[config.mk]
export PLATFORM = sky130hd
export DESIGN_NAME = lsu_mem_initiator
export DESIGN_NICKNAME = d
export VERILOG_FILES = /design/src/rtl/lsu_mem_initiator.sv
export SDC_FILE = /design/constraint.sdc
export NUM_CORES = 1
export LEC_CHECK = 0
export ABC_AREA = 1
export BUFFER_PORTS_ARGS = -buffer_cell sky130_fd_sc_hd__buf_4
export CORE_ASPECT_RATIO = 0.6
export CORE_UTILIZATION = 40
export CTS_CLUSTER_DIAMETER = 80
export CTS_CLUSTER_SIZE = 20
export DETAILED_ROUTE_END_ITERATION = 6
export HOLD_SLACK_MARGIN = 0.05
export PLACE_DENSITY_LB_ADDON = 0.2
export SLEW_MARGIN = 20
export SYNTH_ARGS = -nofsm -noshare
export SYNTH_HDL_FRONTEND = slang
export SYNTH_SLANG_ARGS = --single-unit
[constraint.sdc]
create_clock -name clk -period 4.9 [get_ports clk]
set_clock_uncertainty 0.1 [all_clocks]
set_input_delay 0.49 -clock clk [delete_from_list [all_inputs] [get_ports clk]]
set_output_delay 0.49 -clock clk [all_outputs]
set_load 0.01 [all_outputs]
[src/rtl/lsu_mem_initiator.sv]
// Load/store initiator: turns one core load/store into one or two word-aligned
// memory accesses with byte enables, then returns a single extended completion.
module lsu_mem_initiator #(
  parameter int unsigned ACK_TIMEOUT = 255
) (
  input  logic        clk,
  input  logic        rst,
  input  logic        req_valid,
  output logic        req_ready,
  input  logic        req_we,
  input  logic [2:0]  req_funct3,
  input  logic [31:0] req_addr,
  input  logic [31:0] req_wdata,
  output logic        resp_valid,
  output logic [31:0] resp_rdata,
  output logic        resp_err,
  output logic        mem_req,
  output logic        mem_we,
  output logic [31:0] mem_addr,
  output logic [3:0]  mem_be,
  output logic [31:0] mem_wdata,
  input  logic [31:0] mem_rdata,
  input  logic        mem_ack,
  output logic [1:0]  dbg_state
);

  // Handshake: a request transfers on a posedge with req_valid && req_ready;
  // req_ready is high only in IDLE, so at most one request is ever in flight.
  // mem_req holds all mem_* fields stable until the cycle mem_ack is seen high.

  typedef enum logic [1:0] {
    S_IDLE = 2'd0,
    S_ACC0 = 2'd1,
    S_ACC1 = 2'd2,
    S_RESP = 2'd3
  } state_t;

  localparam bit                CNT_EN  = (ACK_TIMEOUT != 0);
  localparam int                CNT_W   = (ACK_TIMEOUT > 0) ? $clog2(ACK_TIMEOUT + 1) : 1;
  localparam logic [CNT_W-1:0]  CNT_MAX = CNT_W'(ACK_TIMEOUT);

  state_t            state_q, state_d;
  logic              we_q, we_d;
  logic [2:0]        funct3_q, funct3_d;
  logic [31:0]       addr_q, addr_d;
  logic [31:0]       wdata_q, wdata_d;
  logic              err_q, err_d;
  logic [31:0]       rdata0_q, rdata0_d;
  logic [31:0]       rdata1_q, rdata1_d;
  logic [CNT_W-1:0]  cnt_q, cnt_d;

  logic [1:0]        off;
  logic [3:0]        size_mask;
  logic [7:0]        lane_mask;
  logic [31:0]       wdata_sized;
  logic [63:0]       lane_data;
  logic              split;
  logic [31:0]       word0_addr;
  logic [31:0]       word1_addr;
  logic [31:0]       load_shift;
  logic [31:0]       load_data;

  function automatic logic funct3_legal(input logic we, input logic [2:0] f3);
    logic ok;
    ok = 1'b0;
    case (f3)
      3'b000, 3'b001, 3'b010: ok = 1'b1;
      3'b100, 3'b101:         ok = !we;
      default:                ok = 1'b0;
    endcase
    return ok;
  endfunction

  // Byte-lane placement over an 8-byte window spanning word0 and word1.
  always_comb begin
    off = addr_q[1:0];
    case (funct3_q[1:0])
      2'b00:   size_mask = 4'b0001;
      2'b01:   size_mask = 4'b0011;
      default: size_mask = 4'b1111;
    endcase
    case (funct3_q[1:0])
      2'b00:   wdata_sized = {24'h0, wdata_q[7:0]};
      2'b01:   wdata_sized = {16'h0, wdata_q[15:0]};
      default: wdata_sized = wdata_q;
    endcase
    lane_mask  = {4'h0, size_mask} << off;
    lane_data  = {32'h0, wdata_sized} << {off, 3'b000};
    split      = |lane_mask[7:4];
    word0_addr = {addr_q[31:2], 2'b00};
    word1_addr = word0_addr + 32'd4;
  end

  // rdata1_q is cleared on accept, so a non-split load sees zeros above.
  always_comb begin
    load_shift = 32'({rdata1_q, rdata0_q} >> {off, 3'b000});
    case (funct3_q)
      3'b000:  load_data = {{24{load_shift[7]}}, load_shift[7:0]};
      3'b001:  load_data = {{16{load_shift[15]}}, load_shift[15:0]};
      3'b010:  load_data = load_shift;
      3'b100:  load_data = {24'h0, load_shift[7:0]};
      3'b101:  load_data = {16'h0, load_shift[15:0]};
      default: load_data = 32'h0;
    endcase
  end

  always_comb begin
    state_d    = state_q;
    we_d       = we_q;
    funct3_d   = funct3_q;
    addr_d     = addr_q;
    wdata_d    = wdata_q;
    err_d      = err_q;
    rdata0_d   = rdata0_q;
    rdata1_d   = rdata1_q;
    cnt_d      = cnt_q;
    req_ready  = 1'b0;
    resp_valid = 1'b0;
    resp_rdata = 32'h0;
    resp_err   = 1'b0;
    mem_req    = 1'b0;
    mem_we     = 1'b0;
    mem_addr   = 32'h0;
    mem_be     = 4'h0;
    mem_wdata  = 32'h0;

    case (state_q)
      S_IDLE: begin
        req_ready = 1'b1;
        if (req_valid) begin
          we_d     = req_we;
          funct3_d = req_funct3;
          addr_d   = req_addr;
          wdata_d  = req_wdata;
          rdata0_d = 32'h0;
          rdata1_d = 32'h0;
          cnt_d    = '0;
          err_d    = !funct3_legal(req_we, req_funct3);
          state_d  = funct3_legal(req_we, req_funct3) ? S_ACC0 : S_RESP;
        end
      end

      S_ACC0: begin
        mem_req   = 1'b1;
        mem_we    = we_q;
        mem_addr  = word0_addr;
        mem_be    = lane_mask[3:0];
        mem_wdata = lane_data[31:0];
        if (mem_ack) begin
          rdata0_d = mem_rdata;
          cnt_d    = '0;
          state_d  = split ? S_ACC1 : S_RESP;
        end else if (CNT_EN && (cnt_q == CNT_MAX)) begin
          err_d   = 1'b1;
          state_d = S_RESP;
        end else begin
          cnt_d = cnt_q + CNT_W'(1);
        end
      end

      S_ACC1: begin
        mem_req   = 1'b1;
        mem_we    = we_q;
        mem_addr  = word1_addr;
        mem_be    = lane_mask[7:4];
        mem_wdata = lane_data[63:32];
        if (mem_ack) begin
          rdata1_d = mem_rdata;
          state_d  = S_RESP;
        end else if (CNT_EN && (cnt_q == CNT_MAX)) begin
          // The first half of a split store has already landed; it stays.
          err_d   = 1'b1;
          state_d = S_RESP;
        end else begin
          cnt_d = cnt_q + CNT_W'(1);
        end
      end

      S_RESP: begin
        resp_valid = 1'b1;
        resp_err   = err_q;
        resp_rdata = (!we_q && !err_q) ? load_data : 32'h0;
        state_d    = S_IDLE;
      end

      default: state_d = S_IDLE;
    endcase
  end

  always_ff @(posedge clk or posedge rst) begin
    if (rst) begin
      state_q  <= S_IDLE;
      we_q     <= 1'b0;
      funct3_q <= 3'h0;
      addr_q   <= 32'h0;
      wdata_q  <= 32'h0;
      err_q    <= 1'b0;
      rdata0_q <= 32'h0;
      rdata1_q <= 32'h0;
      cnt_q    <= '0;
    end else begin
      state_q  <= state_d;
      we_q     <= we_d;
      funct3_q <= funct3_d;
      addr_q   <= addr_d;
      wdata_q  <= wdata_d;
      err_q    <= err_d;
      rdata0_q <= rdata0_d;
      rdata1_q <= rdata1_d;
      cnt_q    <= cnt_d;
    end
  end

  assign dbg_state = state_q;

endmodule

==> impl_metrics.ini, run 1 <==
[status]
status = completed

[die]
io_pins = 211
dieArea_um2 = 23200
core_um2 = 22100
rows = 42
start_util_pct = 40.9
fp.dieH_um = 118
die_x_um = 196

[clock_network]
ctsResizeCount = 0
cts_inserted_buffers = 17
clkLatencyLatePin_ns = 0.43
root_buffer = clkbuf_16
clockBufferDepth = 2
cts_tree = yes
clk_pin_slew_worst_paths_ns = 0.06
ctsHtreeMaxLevel = 4
clock_sinks = 135

[drt]
dr.pass1.iters = 5
routed_wirelength_um = 33300
dr.first_iter.drc_count = 1040
via_per_inst = 5.40
ant_nets = 0
drc = 0
wire_per_inst_um = 17.9
vias = 10100

[synth]
async_flop_share_pct = 100
synth_edf_count = 0
synth.area.top_cells = dfrtp_1, nand2_1, o21ai_0
avgSynthCellArea_um2 = 6.48
synth.ff_latch_count = 135
syn-cell-area_um2 = 9030
ys_warn_count = 0
synth_flop_cell = dfrtp_1
postSynthCellCount = 1394
synth_top_area_share_pct = 37.4
ys_seq_area_share_pct = 37.4
synth_cell_types = 35
synth_top_area_cell = dfrtp_1

[critical_path]
max_stage_delay_ns = 0.74
cp_cell_sequence = inv_1, ha_1, nand2_1, inv_1, o21ai_0, nor2_1, buf_4
crit_family = buffers and inverters
critical_path.most_common_cell = inv_1
crit_slowest_cell = inv_1
cp.required_ns = 4.31
worstPathArrival_ns = 3.35
critPathLaunchType = register
crit_type = reg -> out
critPathBufInv = 3
cp-end-kind = output pin
critical_path.max_fanout = 21

[power]
comb_power_share_pct = 54.7
vdd_drop_max_mv = 0.352
switching_share_pct = 50.6
cellPowerDensity_nw_per_um2 = 633
p_leak_nw = 5.52
intPower_mw = 3.56
clock_power_share_pct = 18.6
power_switching_mw = 3.64
sequentialPowerShare_pct = 26.6

[final_layout]
finalNonFillerCells = 1862
final_cell_mix = nand2_1, o21ai_0, buf_4
antenna-diode-count = 0
drive_above_1_share_pct = 18.0
fill_cells = 2265
mostFrequentLayoutCell = nand2_1
area_growth_pct = 25.9
nets = 1673

[timing]
post-route-min-period_ns = 3.94
finalHoldViolations = 0
worst_pin_slew_ns = 0.970
relSlewSlack_pct = 35.0
max_freq_mhz = 254
finalMaxSlewViolations = 0
setup_tns_ns = 0
grt_setup_unrepaired = no
post-route-period-util_pct = 80.4
setup_viol = 0

[placement]
gp_congestion = 0.997
dp.cells = 1827
dp_hpwl_um = 24600
io_buffers = 208

[grt]
grt_max_degree = 76
antenna_found_initial = 1
gr-total-overflow = 0
grt_pass1_wl_um = 51900
grt_pass1_vias = 9121
grt_usage_pct = 29.0

[worst_hold_path]
hold_path_class = in -> reg

[run]
drv_cap = 0
cells in the mapped netlist (2+ instances only):
master and count:
o21ai_2 2, o21ai_0 227, o211ai_1 23, buf_1 5, a31oi_1 5, nor2_4 3
nor3_1 7, nand3_1 117, o22ai_1 8, clkbuf_1 27, nand4_1 7, inv_2 7
buf_6 2, buf_2 30, nand2_2 3, a21oi_1 64, o21ai_1 8, buf_4 13
inv_1 172, dfrtp_1 135, nand2_1 413, clkinv_1 2, a221oi_1 2, nor2_2 4
nor2_1 93, ha_1 6
final timing paths:
path	to	slack, ns	from	cells after the start
worst max-delay path	mem_wdata[29]	0.96	dbg_state[0]$_DFFE_PP0P_	7
worst min-delay path	addr_q[9]$_DFFE_PP0P_	0.15	req_addr[9]	3
worst max register to register	rdata0_q[7]$_DFFE_PP0P_	1.74	dbg_state[1]$_DFFE_PP0P_	8
worst min register to register	wdata_q[11]$_DFFE_PP0P_	0.39	wdata_q[11]$_DFFE_PP0P_	2
max in group asynchronous	we_q$_DFFE_PP0P_	3.15	rst	5
min in group asynchronous	rdata0_q[17]$_DFFE_PP0P_	0.49	rst	3
worst reg2reg max path, stage by stage, from the launching register on:
cell and delay [ns]:
dfrtp_1 0.42, inv_1 0.13, ha_1 0.45, buf_4 0.48, nand2_1 0.19, a21boi_4 0.63, buf_4 0.46, nand3_1 0.12
o21ai_0 0.10
state kept, by name, indices dropped and copies added, names as in the netlist:
signal     cells
addr_q        32
cnt_q          8
dbg_state      2
err_q          1
funct3_q       3
rdata0_q      32
rdata1_q      24
wdata_q       32
we_q           1
power by group through the flow:
| stage | logic [mW] | clock network, mW | registers (mW) |
|---|---|---|---|
| after CTS | 3.83 | 1.36 | 1.90 |
| after detailed placement | 3.81 | 0 | 1.91 |
| after floorplan | 2.59 | 0 | 1.76 |
| final | 3.94 | 1.34 | 1.92 |
| after global routing | 4.35 | 1.41 | 1.96 |
| after global placement | 3.80 | 0 | 1.91 |
layout make-up:
type                       count  area (um^2)  area share (%)
sequential                   135         3380            29.7
timing repair buffer         226         1740            15.3
clock inverter                14          173            1.52
tap                          286          358            3.15
inverter                     181          683            6.01
clock buffer                  18          429            3.78
multi-input combinational   1002         4600            40.5
timing repair:
item | 4_1_cts | 5_1_grt
hold buffers | 0 | 1
buffers inserted | 0 | 0
hold endpoints to repair | 0 | 19
metrics by stage:
step                      utilization [%]  power, mW  hold WS [ns]  setup slack, ns  area [um^2]
after floorplan                         -       4.34         0.349            0.699         9030
after global placement               48.5       5.71         0.369             1.58        10700
after detailed placement             48.5       5.72         0.373             1.50        10700
after CTS                            51.2       7.08         0.142             1.03        11300
after global routing                 51.5       7.72         0.149            0.656        11400
final                                51.5       7.20         0.146            0.961        11400
layer usage:
layer | part of all wire [%] | global-route usage, % | wire, um
met1 | 49 | 45.2 | 16200
met2 | 40 | 39.3 | 13200
met3 | 11 | 7.79 | 3650
met4 | 0.90 | 5.57 | 301
met5 | 0.039 | 0 | 13
cell families after synthesis:
family,share of synthesized area (%)
and+or+nand+nor,29.7
AOI/OAI and AO/OA,20.1
DFF,37.4
adders and majority gates,0.831
other,0.0415
buffers and inverters,11.8
No activity file was read; power rests on OpenSTA's default activity.
==> run 2: changes to the inputs <==
- clock period: 4.9 -> 3.2 ns (I/O delays scaled with it)
==> impl_metrics.ini, run 2 (synthesis results as in run 1) <==
[clock_network]
clockBufferDepth = 2
clkLatencyLatePin_ns = 0.44
clk_pin_slew_worst_paths_ns = 0.06
clock_sinks = 135
ctsHtreeMaxLevel = 4
cts_inserted_buffers = 17
cts_tree = yes
root_buffer = clkbuf_16

[critical_path]
r2r_start = dbg_state[1]$_DFFE_PP0P_
ff2ff_path_depth = 8
cp.required_ns = 2.78
cp_cell_sequence = inv_1, ha_1, nand2_1, inv_1, buf_4, a22oi_1, a21oi_1, buf_4
critPathBufInv = 4
reg2reg_to = rdata0_q[25]$_DFFE_PP0P_
crit_cells = 8
cp-end-kind = output pin
critPathLaunchType = register
critical_path.max_fanout = 11
crit_slowest_cell = ha_1
reg2reg_slack_ns = 0.64
worstPathArrival_ns = 2.65
crit_type = reg -> out
crit_family = buffers and inverters
max_stage_delay_ns = 0.50

[power]
cellPowerDensity_nw_per_um2 = 914
p_leak_nw = 5.91
p_total_mw = 11.3
vdd_drop_max_mv = 0.560

[grt]
antenna_found_initial = 0
grt_max_degree = 74
grt_pass1_wl_um = 53600
gr-total-overflow = 0
grt_usage_pct = 30.0
grt_pass1_vias = 9561

[final_layout]
finish.utilization_pct = 55.8
area_growth_pct = 36.3
finalNonFillerCells = 1958
antenna-diode-count = 0
reg_top3 = addr_q x32, rdata0_q x32, wdata_q x32
mostFrequentLayoutCell = nand2_1
nets = 1769
fill_cells = 2188
final_cell_mix = nand2_1, buf_4, o21ai_0
drive_above_1_share_pct = 17.9

[worst_hold_path]
whs_path_depth = 3
hold_path_class = in -> reg
hold_start = mem_rdata[21]
hold_end = rdata0_q[21]$_DFFE_PP0P_

[timing]
post-route-period-util_pct = 95.8
setup_viol = 0
worst_pin_slew_ns = 0.681
fin_ws_ns = 0.134
finalMaxSlewViolations = 0
setup_tns_ns = 0
grt_setup_unrepaired = no
relSlewSlack_pct = 54.5
max_freq_mhz = 326
post-route-min-period_ns = 3.07
finalHoldViolations = 0

[drt]
drc = 0
via_per_inst = 5.34
routed_wirelength_um = 34500
dr.first_iter.drc_count = 1231
ant_nets = 0
dr_wl_met2_um = 13500
wl_met1_um = 16500
wire_per_inst_um = 17.6
dr.pass1.iters = 5
dr.max_layer_used = met4
wl_met3_um = 4090
vias = 10500

[placement]
dp.cells = 1841
gp_congestion = 0.968
io_buffers = 208
dp_hpwl_um = 25000
place_ws_ns = 0.545

[die]
dieArea_um2 = 23200
fp.dieH_um = 118
core_um2 = 22100
die_x_um = 196
start_util_pct = 40.9
rows = 42
io_pins = 211

[run]
drv_cap = 0

[status]
status = completed
==> run 2: cell types whose count changed in the layout (fill, tap and decap cells not counted), moves of 2 or more <==
cell / previous run / this run
buf_12: 0 / 4
buf_16: 2 / 0
buf_4: 223 / 233
clkbuf_8: 0 / 2
clkinvlp_4: 5 / 7
dlygate4sd3_1: 1 / 85
o21ai_0: 227 / 223
o21ai_1: 8 / 12
==> run 2: how the worst max path moves through the flow <==
stage | from | endpoint | slack, ns
after global routing | dbg_state[0]$_DFFE_PP0P_ | mem_addr[17] | 0.02
after CTS | addr_q[0]$_DFFE_PP0P_ | resp_rdata[19] | 0.09
final | dbg_state[0]$_DFFE_PP0P_ | mem_addr[17] | 0.13
after global placement | addr_q[0]$_DFFE_PP0P_ | resp_rdata[19] | 0.56
after floorplan | dbg_state[0]$_DFFE_PP0P_ | mem_addr[6] | 1.01
after detailed placement | addr_q[0]$_DFFE_PP0P_ | resp_rdata[19] | 0.55
==> run 2: final cells by class <==
class | count | area [um^2] | area share, %
clock buffers | 19 | 453 | 3.68
clock inverters | 13 | 146 | 1.19
inverters | 181 | 688 | 5.59
multi-input cells | 1002 | 4600 | 37.4
flip-flops and latches | 135 | 3380 | 27.5
well taps | 286 | 358 | 2.91
repair buffers | 322 | 2680 | 21.8
==> run 2: through the flow <==
stage / cell area [um^2] / hold WS [ns]
floorplan: 9040 / 0.330
global placement: 10900 / 0.346
detailed placement: 10900 / 0.353
CTS: 12300 / 0.0505
global route: 12300 / 0.0628
finish: 12300 / 0.0568
==> run 2: routing by layer <==
metal | vias up | track usage (%)
li1 | 5043 | -
met1 | 4792 | 46.3
met2 | 584 | 40.3
met3 | 33 | 8.59
met4 | 0 | 6.88
met5 | - | 0
==> run 2: power by group <==
part           switching, mW  internal [mW]
Sequential             0.586           2.33
Clock                  0.831           1.20
Combinational           4.24           2.07
Total                   5.66           5.59
==> run 2: what timing repair did <==
action                                  in CTS  in global routing
buffers inserted                             0                  0
endpoints found under the hold margin      116                  0
gates resized for setup                      0                  7
hold buffers                                85                  0
endpoints found under the setup margin       0                 15
==> run 2: worst reg2reg max path, cell delays in order (launching register included) <==
cell	delay, ns
dfrtp_1	0.41
inv_1	0.14
ha_2	0.35
buf_4	0.46
nand2_1	0.20
a21boi_4	0.21
buf_12	0.27
nand3_1	0.23
o21ai_0	0.13
==> run 3: changes to the inputs <==
- CTS_BUF_LIST: default -> sky130_fd_sc_hd__clkbuf_16
==> impl_metrics.ini, run 3 (synthesis results as in run 1) <==
[final_layout]
nets = 1768
reg_top3 = addr_q x32, rdata0_q x32, wdata_q x32
area_growth_pct = 36.0
mostFrequentLayoutCell = nand2_1
finalInstanceArea_um2 = 12300
antenna-diode-count = 0
finish.utilization_pct = 55.6
drive_above_1_share_pct = 17.8
final_cell_mix = nand2_1, buf_4, o21ai_0

[timing]
fin_ws_ns = 0.144
worst_pin_slew_ns = 0.675
setup_viol = 0
finalHoldViolations = 0
max_freq_mhz = 327
finalMaxSlewViolations = 0
post-route-min-period_ns = 3.06
grt_setup_unrepaired = no
setup_tns_ns = 0
post-route-period-util_pct = 95.5
timing.hold.ws_ns = 0.0581
relSlewSlack_pct = 54.9

[grt]
grt_max_degree = 74
grt_pass1_wl_um = 53600
grt_usage_pct = 30.0
antenna_found_initial = 0
grt_pass1_vias = 9554
gr-total-overflow = 0

[drt]
vias = 10400
routed_wirelength_um = 34600
dr.first_iter.drc_count = 1236
wire_per_inst_um = 17.7
dr.pass1.iters = 5
ant_nets = 0
via_per_inst = 5.30
drc = 0

[power]
clock_power_share_pct = 17.7
switching_share_pct = 50.5
vdd_drop_max_mv = 0.558
cellPowerDensity_nw_per_um2 = 912
power_switching_mw = 5.65
comb_power_share_pct = 56.3
sequentialPowerShare_pct = 26.0
p_leak_nw = 5.89
intPower_mw = 5.54

[placement]
place_area_um2 = 10900
io_buffers = 208
dp_hpwl_um = 25000
gp_congestion = 0.968
place_ws_ns = 0.545

[critical_path]
cp-end-kind = output pin
crit_type = reg -> out
crit_end = mem_addr[17]
reg2reg_to = rdata0_q[25]$_DFFE_PP0P_
r2r_start = dbg_state[1]$_DFFE_PP0P_
worstPathArrival_ns = 2.64
critical_path.max_fanout = 11
ff2ff_path_depth = 8
crit_start = dbg_state[0]$_DFFE_PP0P_
reg2reg_slack_ns = 0.66
critPathLaunchType = register
cp.required_ns = 2.78

[die]
die_x_um = 196
start_util_pct = 40.9
io_pins = 211
core_um2 = 22100
rows = 42
fp.dieH_um = 118
dieArea_um2 = 23200

[clock_network]
cts_inserted_buffers = 17
post_cts_buffers = 0
clock_sinks = 135
clkLatencyLatePin_ns = 0.43
clockBufferDepth = 2
root_buffer = clkbuf_16
ctsHtreeMaxLevel = 4
cts_tree = yes
clk_pin_slew_worst_paths_ns = 0.06

[status]
status = completed

[run]
drv_cap = 0

[worst_hold_path]
hold_path_class = in -> reg
## run 3: cell types whose count changed in the layout (fill, tap and decap cells not counted)
| cell | change |
|---|---|
| clkinv_1 | +2 |
| dlygate4sd3_1 | -1 |
| clkbuf_8 | -2 |
## run 3: per-layer routing
layer,GRT usage [%],up-vias,wire (um),part of all wire [%]
met5,0,-,0,0
met4,6.40,0,354,1.0
met2,40.3,538,13600,39
met3,8.90,29,3980,11
met1,46.5,4769,16700,48
li1,-,5034,-,-
## run 3: worst min-delay path by stage
stage	end	cells past startpoint	slack, ns	startpoint
global route	rdata0_q[0]$_DFFE_PP0P_	3	0.06	mem_rdata[0]
floorplan	addr_q[10]$_DFFE_PP0P_	2	0.33	req_addr[10]
detailed placement	wdata_q[30]$_DFFE_PP0P_	2	0.35	rst
finish	addr_q[26]$_DFFE_PP0P_	3	0.06	req_addr[26]
global placement	wdata_q[30]$_DFFE_PP0P_	2	0.35	rst
CTS	rdata1_q[22]$_DFFE_PP0P_	3	0.05	mem_rdata[22]
## run 3: what timing repair did
action                                  4_1_cts  5_1_grt
hold buffers                                 84        0
gates resized for setup                       0        7
endpoints found under the hold margin       115        0
endpoints found under the setup margin        0       14
## run 3: critical path: stages, from the launching register on
cell	delay, ns
dfrtp_1	0.42
inv_1	0.10
ha_1	0.49
nand2_1	0.12
inv_1	0.34
buf_4	0.23
a22oi_1	0.09
a21oi_1	0.24
buf_4	0.16
## run 3: power by group through the flow
stage,clock (mW),combinational (mW),sequential (mW)
detailed placement,0,6.05,2.91
floorplan,0,3.96,2.69
global route,2.08,6.92,2.98
global placement,0,6.04,2.90
finish,1.98,6.30,2.91
CTS,2.00,6.16,2.89
## run 3: final cells by class
type                       instances  area, um^2
fill                            2194        9790
multi-input combinational       1002        4600
sequential                       135        3380
timing repair buffer             321        2670
inverter                         181         688
clock buffer                      17         425
tap                              286         358
clock inverter                    15         154
## run 3: stage by stage
stage / instances / total power, mW
6_report: 1957 / 11.2
3_3_place_gp: 1841 / 8.95
4_1_cts: 1957 / 11.1
2_1_floorplan: 1395 / 6.65
5_1_grt: 1957 / 12.0
3_5_place_dp: 1841 / 8.96
